===== src/rtl/output_layer_accumulator_if.sv =====
// Activation/weight input stream and packed-sum output stream of the output layer.
`ifndef SOFTMAX_IN_BIT_WIDTH
`define SOFTMAX_IN_BIT_WIDTH 16
`endif

interface output_layer_accumulator_if #(
  parameter int IN_WIDTH  = 8,
  parameter int W_WIDTH   = 8,
  parameter int SUM_WIDTH = `SOFTMAX_IN_BIT_WIDTH
);
  logic                    in_valid;
  logic                    in_ready;
  logic [IN_WIDTH-1:0]     act_in;
  logic [10*W_WIDTH-1:0]   weight_in;
  logic                    out_valid;
  logic                    out_ready;
  logic [10*SUM_WIDTH-1:0] sum_out;

  modport master (
    output in_valid, act_in, weight_in, out_ready,
    input  in_ready, out_valid, sum_out
  );

  modport slave (
    input  in_valid, act_in, weight_in, out_ready,
    output in_ready, out_valid, sum_out
  );
endinterface


===== src/rtl/output_layer_accumulator.sv =====
// Final fully-connected layer: 10 parallel saturating MACs over NUM_INPUTS beats,
// result held as a packed signed vector until the softMax stage consumes it.
`ifndef SOFTMAX_IN_BIT_WIDTH
`define SOFTMAX_IN_BIT_WIDTH 16
`endif

module output_layer_accumulator #(
  parameter int IN_WIDTH   = 8,
  parameter int W_WIDTH    = 8,
  parameter int NUM_INPUTS = 16,
  parameter int SUM_WIDTH  = `SOFTMAX_IN_BIT_WIDTH
) (
  input  logic                         clk,
  input  logic                         rst_n,
  input  logic                         flush,
  output_layer_accumulator_if.slave    bus
);
  localparam int NEURONS = 10;
  localparam int PW = IN_WIDTH + 1 + W_WIDTH;
  localparam int AW = ((PW > SUM_WIDTH) ? PW : SUM_WIDTH) + 1;
  localparam int CW = $clog2(NUM_INPUTS);
  // Symmetric clamp: the most-negative code is never produced.
  localparam logic signed [AW-1:0] SAT_HI = {{(AW-SUM_WIDTH+1){1'b0}}, {(SUM_WIDTH-1){1'b1}}};
  localparam logic signed [AW-1:0] SAT_LO = -SAT_HI;

  typedef enum logic {ACCUM, HOLD} state_t;

  state_t                        state;
  logic [CW-1:0]                 count;
  logic signed [SUM_WIDTH-1:0]   acc      [NEURONS];
  logic signed [SUM_WIDTH-1:0]   acc_next [NEURONS];
  logic signed [PW-1:0]          prod     [NEURONS];
  logic signed [AW-1:0]          total    [NEURONS];
  logic signed [IN_WIDTH:0]      act_s;
  logic [NEURONS*SUM_WIDTH-1:0]  sum_next;
  logic [NEURONS*SUM_WIDTH-1:0]  sum_q;
  logic                          last_beat;

  assign last_beat = (count == CW'(NUM_INPUTS - 1));

  always_comb begin
    act_s    = signed'({1'b0, bus.act_in});
    sum_next = '0;
    for (int unsigned k = 0; k < NEURONS; k++) begin
      prod[k]  = PW'(act_s) * PW'(signed'(bus.weight_in[(NEURONS-1-k)*W_WIDTH +: W_WIDTH]));
      // Beat 0 loads the product directly, discarding the previous inference.
      total[k] = ((count == '0) ? '0 : AW'(acc[k])) + AW'(prod[k]);
      if (total[k] > SAT_HI)
        acc_next[k] = SAT_HI[SUM_WIDTH-1:0];
      else if (total[k] < SAT_LO)
        acc_next[k] = SAT_LO[SUM_WIDTH-1:0];
      else
        acc_next[k] = total[k][SUM_WIDTH-1:0];
      sum_next[(NEURONS-1-k)*SUM_WIDTH +: SUM_WIDTH] = acc_next[k];
    end
  end

  always_ff @(posedge clk or negedge rst_n) begin
    if (!rst_n) begin
      state <= ACCUM;
      count <= '0;
      sum_q <= '0;
      for (int unsigned k = 0; k < NEURONS; k++) acc[k] <= '0;
    end else if (flush) begin
      state <= ACCUM;
      count <= '0;
    end else begin
      case (state)
        ACCUM: begin
          if (bus.in_valid) begin
            for (int unsigned k = 0; k < NEURONS; k++) acc[k] <= acc_next[k];
            if (last_beat) begin
              sum_q <= sum_next;
              count <= '0;
              state <= HOLD;
            end else begin
              count <= count + CW'(1);
            end
          end
        end
        HOLD: begin
          if (bus.out_ready) state <= ACCUM;
        end
        default: state <= ACCUM;
      endcase
    end
  end

  assign bus.in_ready  = (state == ACCUM);
  assign bus.out_valid = (state == HOLD);
  assign bus.sum_out   = sum_q;
endmodule

===== src/flat_wrapper.sv =====
// flat-port wrapper written by rule: the top's interface ports become plain ports
module output_layer_accumulator_flat 
#(
  parameter int IN_WIDTH   = 8,
  parameter int W_WIDTH    = 8,
  parameter int NUM_INPUTS = 16,
  parameter int SUM_WIDTH  = `SOFTMAX_IN_BIT_WIDTH
)
  (clk, rst_n, flush, bus_in_valid, bus_act_in, bus_weight_in, bus_out_ready, bus_in_ready, bus_out_valid, bus_sum_out);
  output_layer_accumulator_if #(.IN_WIDTH(IN_WIDTH), .W_WIDTH(W_WIDTH), .SUM_WIDTH(SUM_WIDTH)) bus_i ();
  input  logic clk;
  input  logic rst_n;
  input  logic flush;
  input wire logic [$bits(bus_i.in_valid)-1:0] bus_in_valid;
  input wire logic [$bits(bus_i.act_in)-1:0] bus_act_in;
  input wire logic [$bits(bus_i.weight_in)-1:0] bus_weight_in;
  input wire logic [$bits(bus_i.out_ready)-1:0] bus_out_ready;
  output wire logic [$bits(bus_i.in_ready)-1:0] bus_in_ready;
  output wire logic [$bits(bus_i.out_valid)-1:0] bus_out_valid;
  output wire logic [$bits(bus_i.sum_out)-1:0] bus_sum_out;
  assign bus_i.in_valid = bus_in_valid;
  assign bus_i.act_in = bus_act_in;
  assign bus_i.weight_in = bus_weight_in;
  assign bus_i.out_ready = bus_out_ready;
  assign bus_in_ready = bus_i.in_ready;
  assign bus_out_valid = bus_i.out_valid;
  assign bus_sum_out = bus_i.sum_out;
  output_layer_accumulator #(.IN_WIDTH(IN_WIDTH), .W_WIDTH(W_WIDTH), .NUM_INPUTS(NUM_INPUTS), .SUM_WIDTH(SUM_WIDTH)) u_core (.clk(clk), .rst_n(rst_n), .flush(flush), .bus(bus_i));
endmodule

===== config.mk =====
export PLATFORM = sky130hd
export DESIGN_NAME = output_layer_accumulator_flat
export DESIGN_NICKNAME = d
export VERILOG_FILES = /design/src/rtl/output_layer_accumulator_if.sv /design/src/rtl/output_layer_accumulator.sv /design/src/flat_wrapper.sv
export SDC_FILE = /design/constraint.sdc
export NUM_CORES = 2
export LEC_CHECK = 0
export CAP_MARGIN = 20
export CORE_ASPECT_RATIO = 1.25
export CORE_MARGIN = 4
export CORE_UTILIZATION = 45
export DETAILED_ROUTE_END_ITERATION = 12
export DONT_BUFFER_PORTS = 1
export GPL_TIMING_DRIVEN = 0
export PLACE_DENSITY = 0.61
export SLEW_MARGIN = 20
export SYNTH_ARGS = -nofsm -noshare
export SYNTH_HDL_FRONTEND = slang
export SYNTH_SLANG_ARGS = --single-unit

===== constraint.sdc =====
create_clock -name clk -period 4.3 [get_ports clk]
set_clock_uncertainty 0.05 [all_clocks]
set_input_delay 0.86 -clock clk [delete_from_list [all_inputs] [get_ports clk]]
set_output_delay 0.86 -clock clk [all_outputs]
set_load 0.005 [all_outputs]

==> results.yml <==
detailed_routing:
  postRouteAntennaNets: 0
  drc: 0
  viasPerCell: 5.77
  first_pass_iters: 6
  routed_wl_um: 164000
  wire_per_inst_um: 23.7
  vias: 40000
  first_iter_violations: 2712
power_and_ir_drop:
  power_density_nw_per_um2: 741
  p_leak_nw: 25.9
  peakVddDrop_uv: 412
synth:
  synth_cell_types: 89
  synth.area.mux_share_pct: 0.560
  synthXorXnorAreaFrac_pct: 4.13
  ys_seq_area_share_pct: 17.9
  async_reset_ff_share_pct: 100
  synth_top_family_by_area: "adder cells"
  yosys.area_share.simple_pct: 20.6
  synth_compound_area_share_pct: 16.1
  synth-seq-cells: 325
  syn-mean-instance-area_sq_um: 8.44
  synthAdderAreaFrac_pct: 33.4
  synth-edff-count: 0
  syn_nets: 6447
  synth_area_sq_um: 45300
  syn_inst: 5372
  synth_ff_type: "dfrtp_1"
  yosys_warnings: 0
timing:
  worst_pin_slew_ns: 1.21
  timing.final.ws_setup_ns: -2.42
  finalCriticalPeriod_ns: 6.72
  relSlewSlack_pct: 19.3
  post-route-period-util_pct: 156
  max_freq_ghz: 0.149
  finalHoldViolations: 153
  drv_slew: 0
  hold_slack_ns: -0.0742
  grt_setup_unrepaired: "true"
  setup_violations: 320
grt:
  grt_pass1_vias: 40300
  grt_pass1_wl_um: 244000
  grt_use_total_pct: 30.3
  antenna_found_initial: 18
  gr-total-overflow: 0
  grt_max_degree: 326
layout:
  design_area_sq_um: 54000
  synthToLayoutAreaGrowth_pct: 19.2
  drive_gt1_share_pct: 15.6
  final_common_cell: "inv_1"
  fillCellCount: 9288
  final_cell_mix: "inv_1, and2_1, ha_1"
  final_cells: 6932
  final_net_count: 6654
  final_util_pct: 54.3
cts:
  cts.htree.levels: 2
  cts_tree: "yes"
  cts-root-buf: "clkbuf_16"
  clockBufferDepth: 3
  cts_made_buffers: 42
  cts_sinks: 325
  clk_pin_slew_ns: 0.07
  clock_latency_ns: 0.63
floorplan:
  start_util_pct: 45.6
  coreArea_sq_um: 99400
  dieArea_sq_um: 106000
  die_w_um: 292
  die_y_um: 363
  rows: 129
  io-pin-count: 255
setup_path:
  regToRegEndpoint: "u_core.bus.sum_out[152]$_DFFE_PN0P_"
  cp_max_fo: 8
  crit_required_ns: 4.68
  rr_worst_depth: 17
  cp-end-kind: "flop"
  start_kind: "primary input"
  cp_slowest_stage_delay_ns: 0.59
  crit_type: "primary input to flop"
  reg2reg_from: "u_core.count[0]$_DFFE_PN0P_"
  crit_arrival_ns: 7.11
  r2r_slack_ns: -1.98
  crit_end: "u_core.acc[23]$_DFFE_PN0P_"
  crit_start: "bus_act_in[1]"
  critPathSlowestCell: "fa_2"
  crit_top_cell: "inv_2"
run:
  maxCapViolations: 0
min_path:
  hp-class: "primary input to async pin"
placed_design:
  place_area_sq_um: 48500
  place_congestion: 0.962
  port-buffer-count: 0
  hpwl_um: 124000
  pre_cts_ws_ns: -4.02
  dp.cells: 6688
run_status:
  status: "finished, violations left"
  violations: "negative hold slack, negative setup slack"
==> sequential cells by signal, summed over array words and instances (netlist names) <==
register and count:
u_core.bus.out_valid 1, u_core.bus.sum_out 160, u_core.count 4, u_core.acc 160
==> logic make-up (layout without fill, tap and decap cells) <==
kind of cell,after synthesis,in the layout
xor+xnor,214,214
buf+inv,870,1111
flops,325,325
other cells,0,9
fa+ha+maj,982,982
simple gates,1836,1836
mux,23,23
compound gates,1122,1122
==> area by class of cell <==
class                      instances  area, sq um  area share (%)
buffer                           196         1970            3.64
inverter                         667         2500            4.63
multi-input combinational       4177        36600            67.7
timing repair buffer             170         1700            3.14
antenna                            9         22.5          0.0417
clock buffer                      54         1200            2.22
tap                             1310         1640            3.03
clock inverter                    24          292           0.540
sequential                       325         8130            15.1
==> metrics by stage <==
stage | hold WS [ns] | setup TNS [ns] | total power, mW
floorplan | 0.390 | -723.67 | 24.5
global placement | 0.403 | -1129.31 | 30.6
detailed placement | 0.412 | -1131.38 | 30.8
CTS | -0.112 | -690.33 | 37.3
global route | -0.0985 | -779.41 | 43.3
finish | -0.0742 | -693.31 | 40.0
==> how the worst min path moves through the flow <==
stage	start	end	cells past startpoint
after CTS	rst_n	u_core.bus.sum_out[67]$_DFFE_PN0P_	0
final	rst_n	u_core.acc[68]$_DFFE_PN0P_	0
after detailed placement	u_core.acc[127]$_DFFE_PN0P_	u_core.acc[127]$_DFFE_PN0P_	2
after global routing	rst_n	u_core.bus.sum_out[68]$_DFFE_PN0P_	0
after floorplan	u_core.acc[18]$_DFFE_PN0P_	u_core.acc[18]$_DFFE_PN0P_	2
after global placement	u_core.acc[21]$_DFFE_PN0P_	u_core.acc[21]$_DFFE_PN0P_	2
==> where the power goes <==
| group | internal [mW] | switching [mW] | total (mW) |
|---|---|---|---|
| Sequential | 4.05 | 0.649 | 4.70 |
| Clock | 2.24 | 1.65 | 3.89 |
| Combinational | 13.3 | 18.1 | 31.4 |
==> cell usage after synthesis, types with 15 or more instances <==
| library cell | count | share of area, % |
|---|---|---|
| xor2_1 | 60 | 1.2 |
| nor2b_1 | 50 | 0.69 |
| and3_1 | 27 | 0.37 |
| a31oi_1 | 48 | 0.66 |
| fa_1 | 380 | 17 |
| a211oi_1 | 48 | 0.79 |
| xnor2_1 | 154 | 3.0 |
| nand3_1 | 60 | 0.66 |
| nand2b_1 | 55 | 0.76 |
| o31ai_1 | 58 | 0.96 |
| a21boi_0 | 23 | 0.38 |
| o311ai_0 | 16 | 0.31 |
| ha_1 | 602 | 17 |
| a21oi_1 | 294 | 3.2 |
| nor4_1 | 15 | 0.21 |
| o21a_1 | 48 | 0.79 |
| mux2_2 | 19 | 0.47 |
| o211ai_1 | 21 | 0.35 |
| dfrtp_1 | 325 | 18 |
| clkbuf_1 | 189 | 1.6 |
| or3_1 | 21 | 0.29 |
| nor2_1 | 366 | 3.0 |
| o21ai_0 | 280 | 3.1 |
| a21o_1 | 75 | 1.2 |
| o21bai_1 | 17 | 0.28 |
| and2_1 | 611 | 8.4 |
| nor3_1 | 63 | 0.70 |
| o2111ai_1 | 21 | 0.41 |
| inv_1 | 667 | 5.5 |
| nand2_1 | 482 | 4.0 |
==> metal layers <==
metal / track usage (%) / share of wire (%) / vias up
li1: - / - / 18500
met1: 35.7 / 38 / 19800
met2: 50.1 / 47 / 1322
met3: 7.87 / 8.8 / 365
met4: 17.0 / 6.5 / 4
met5: 0 / 0.016 / -
==> timing repair <==
action	CTS	global route
pin swaps	58	141
setup endpoints to repair	320	320
cloned	7	8
resized for setup	259	351
setup buffers	81	67
endpoints found under the hold margin	325	227
==> critical path: cells and delay by family <==
family / cells / cell delay (ns)
compound gates: 9 / 1.48
xor+xnor: 1 / 0.12
fa+ha+maj: 6 / 2.14
buf+inv: 8 / 0.72
simple gates: 9 / 1.79
Power figures use the tool's default switching activity.
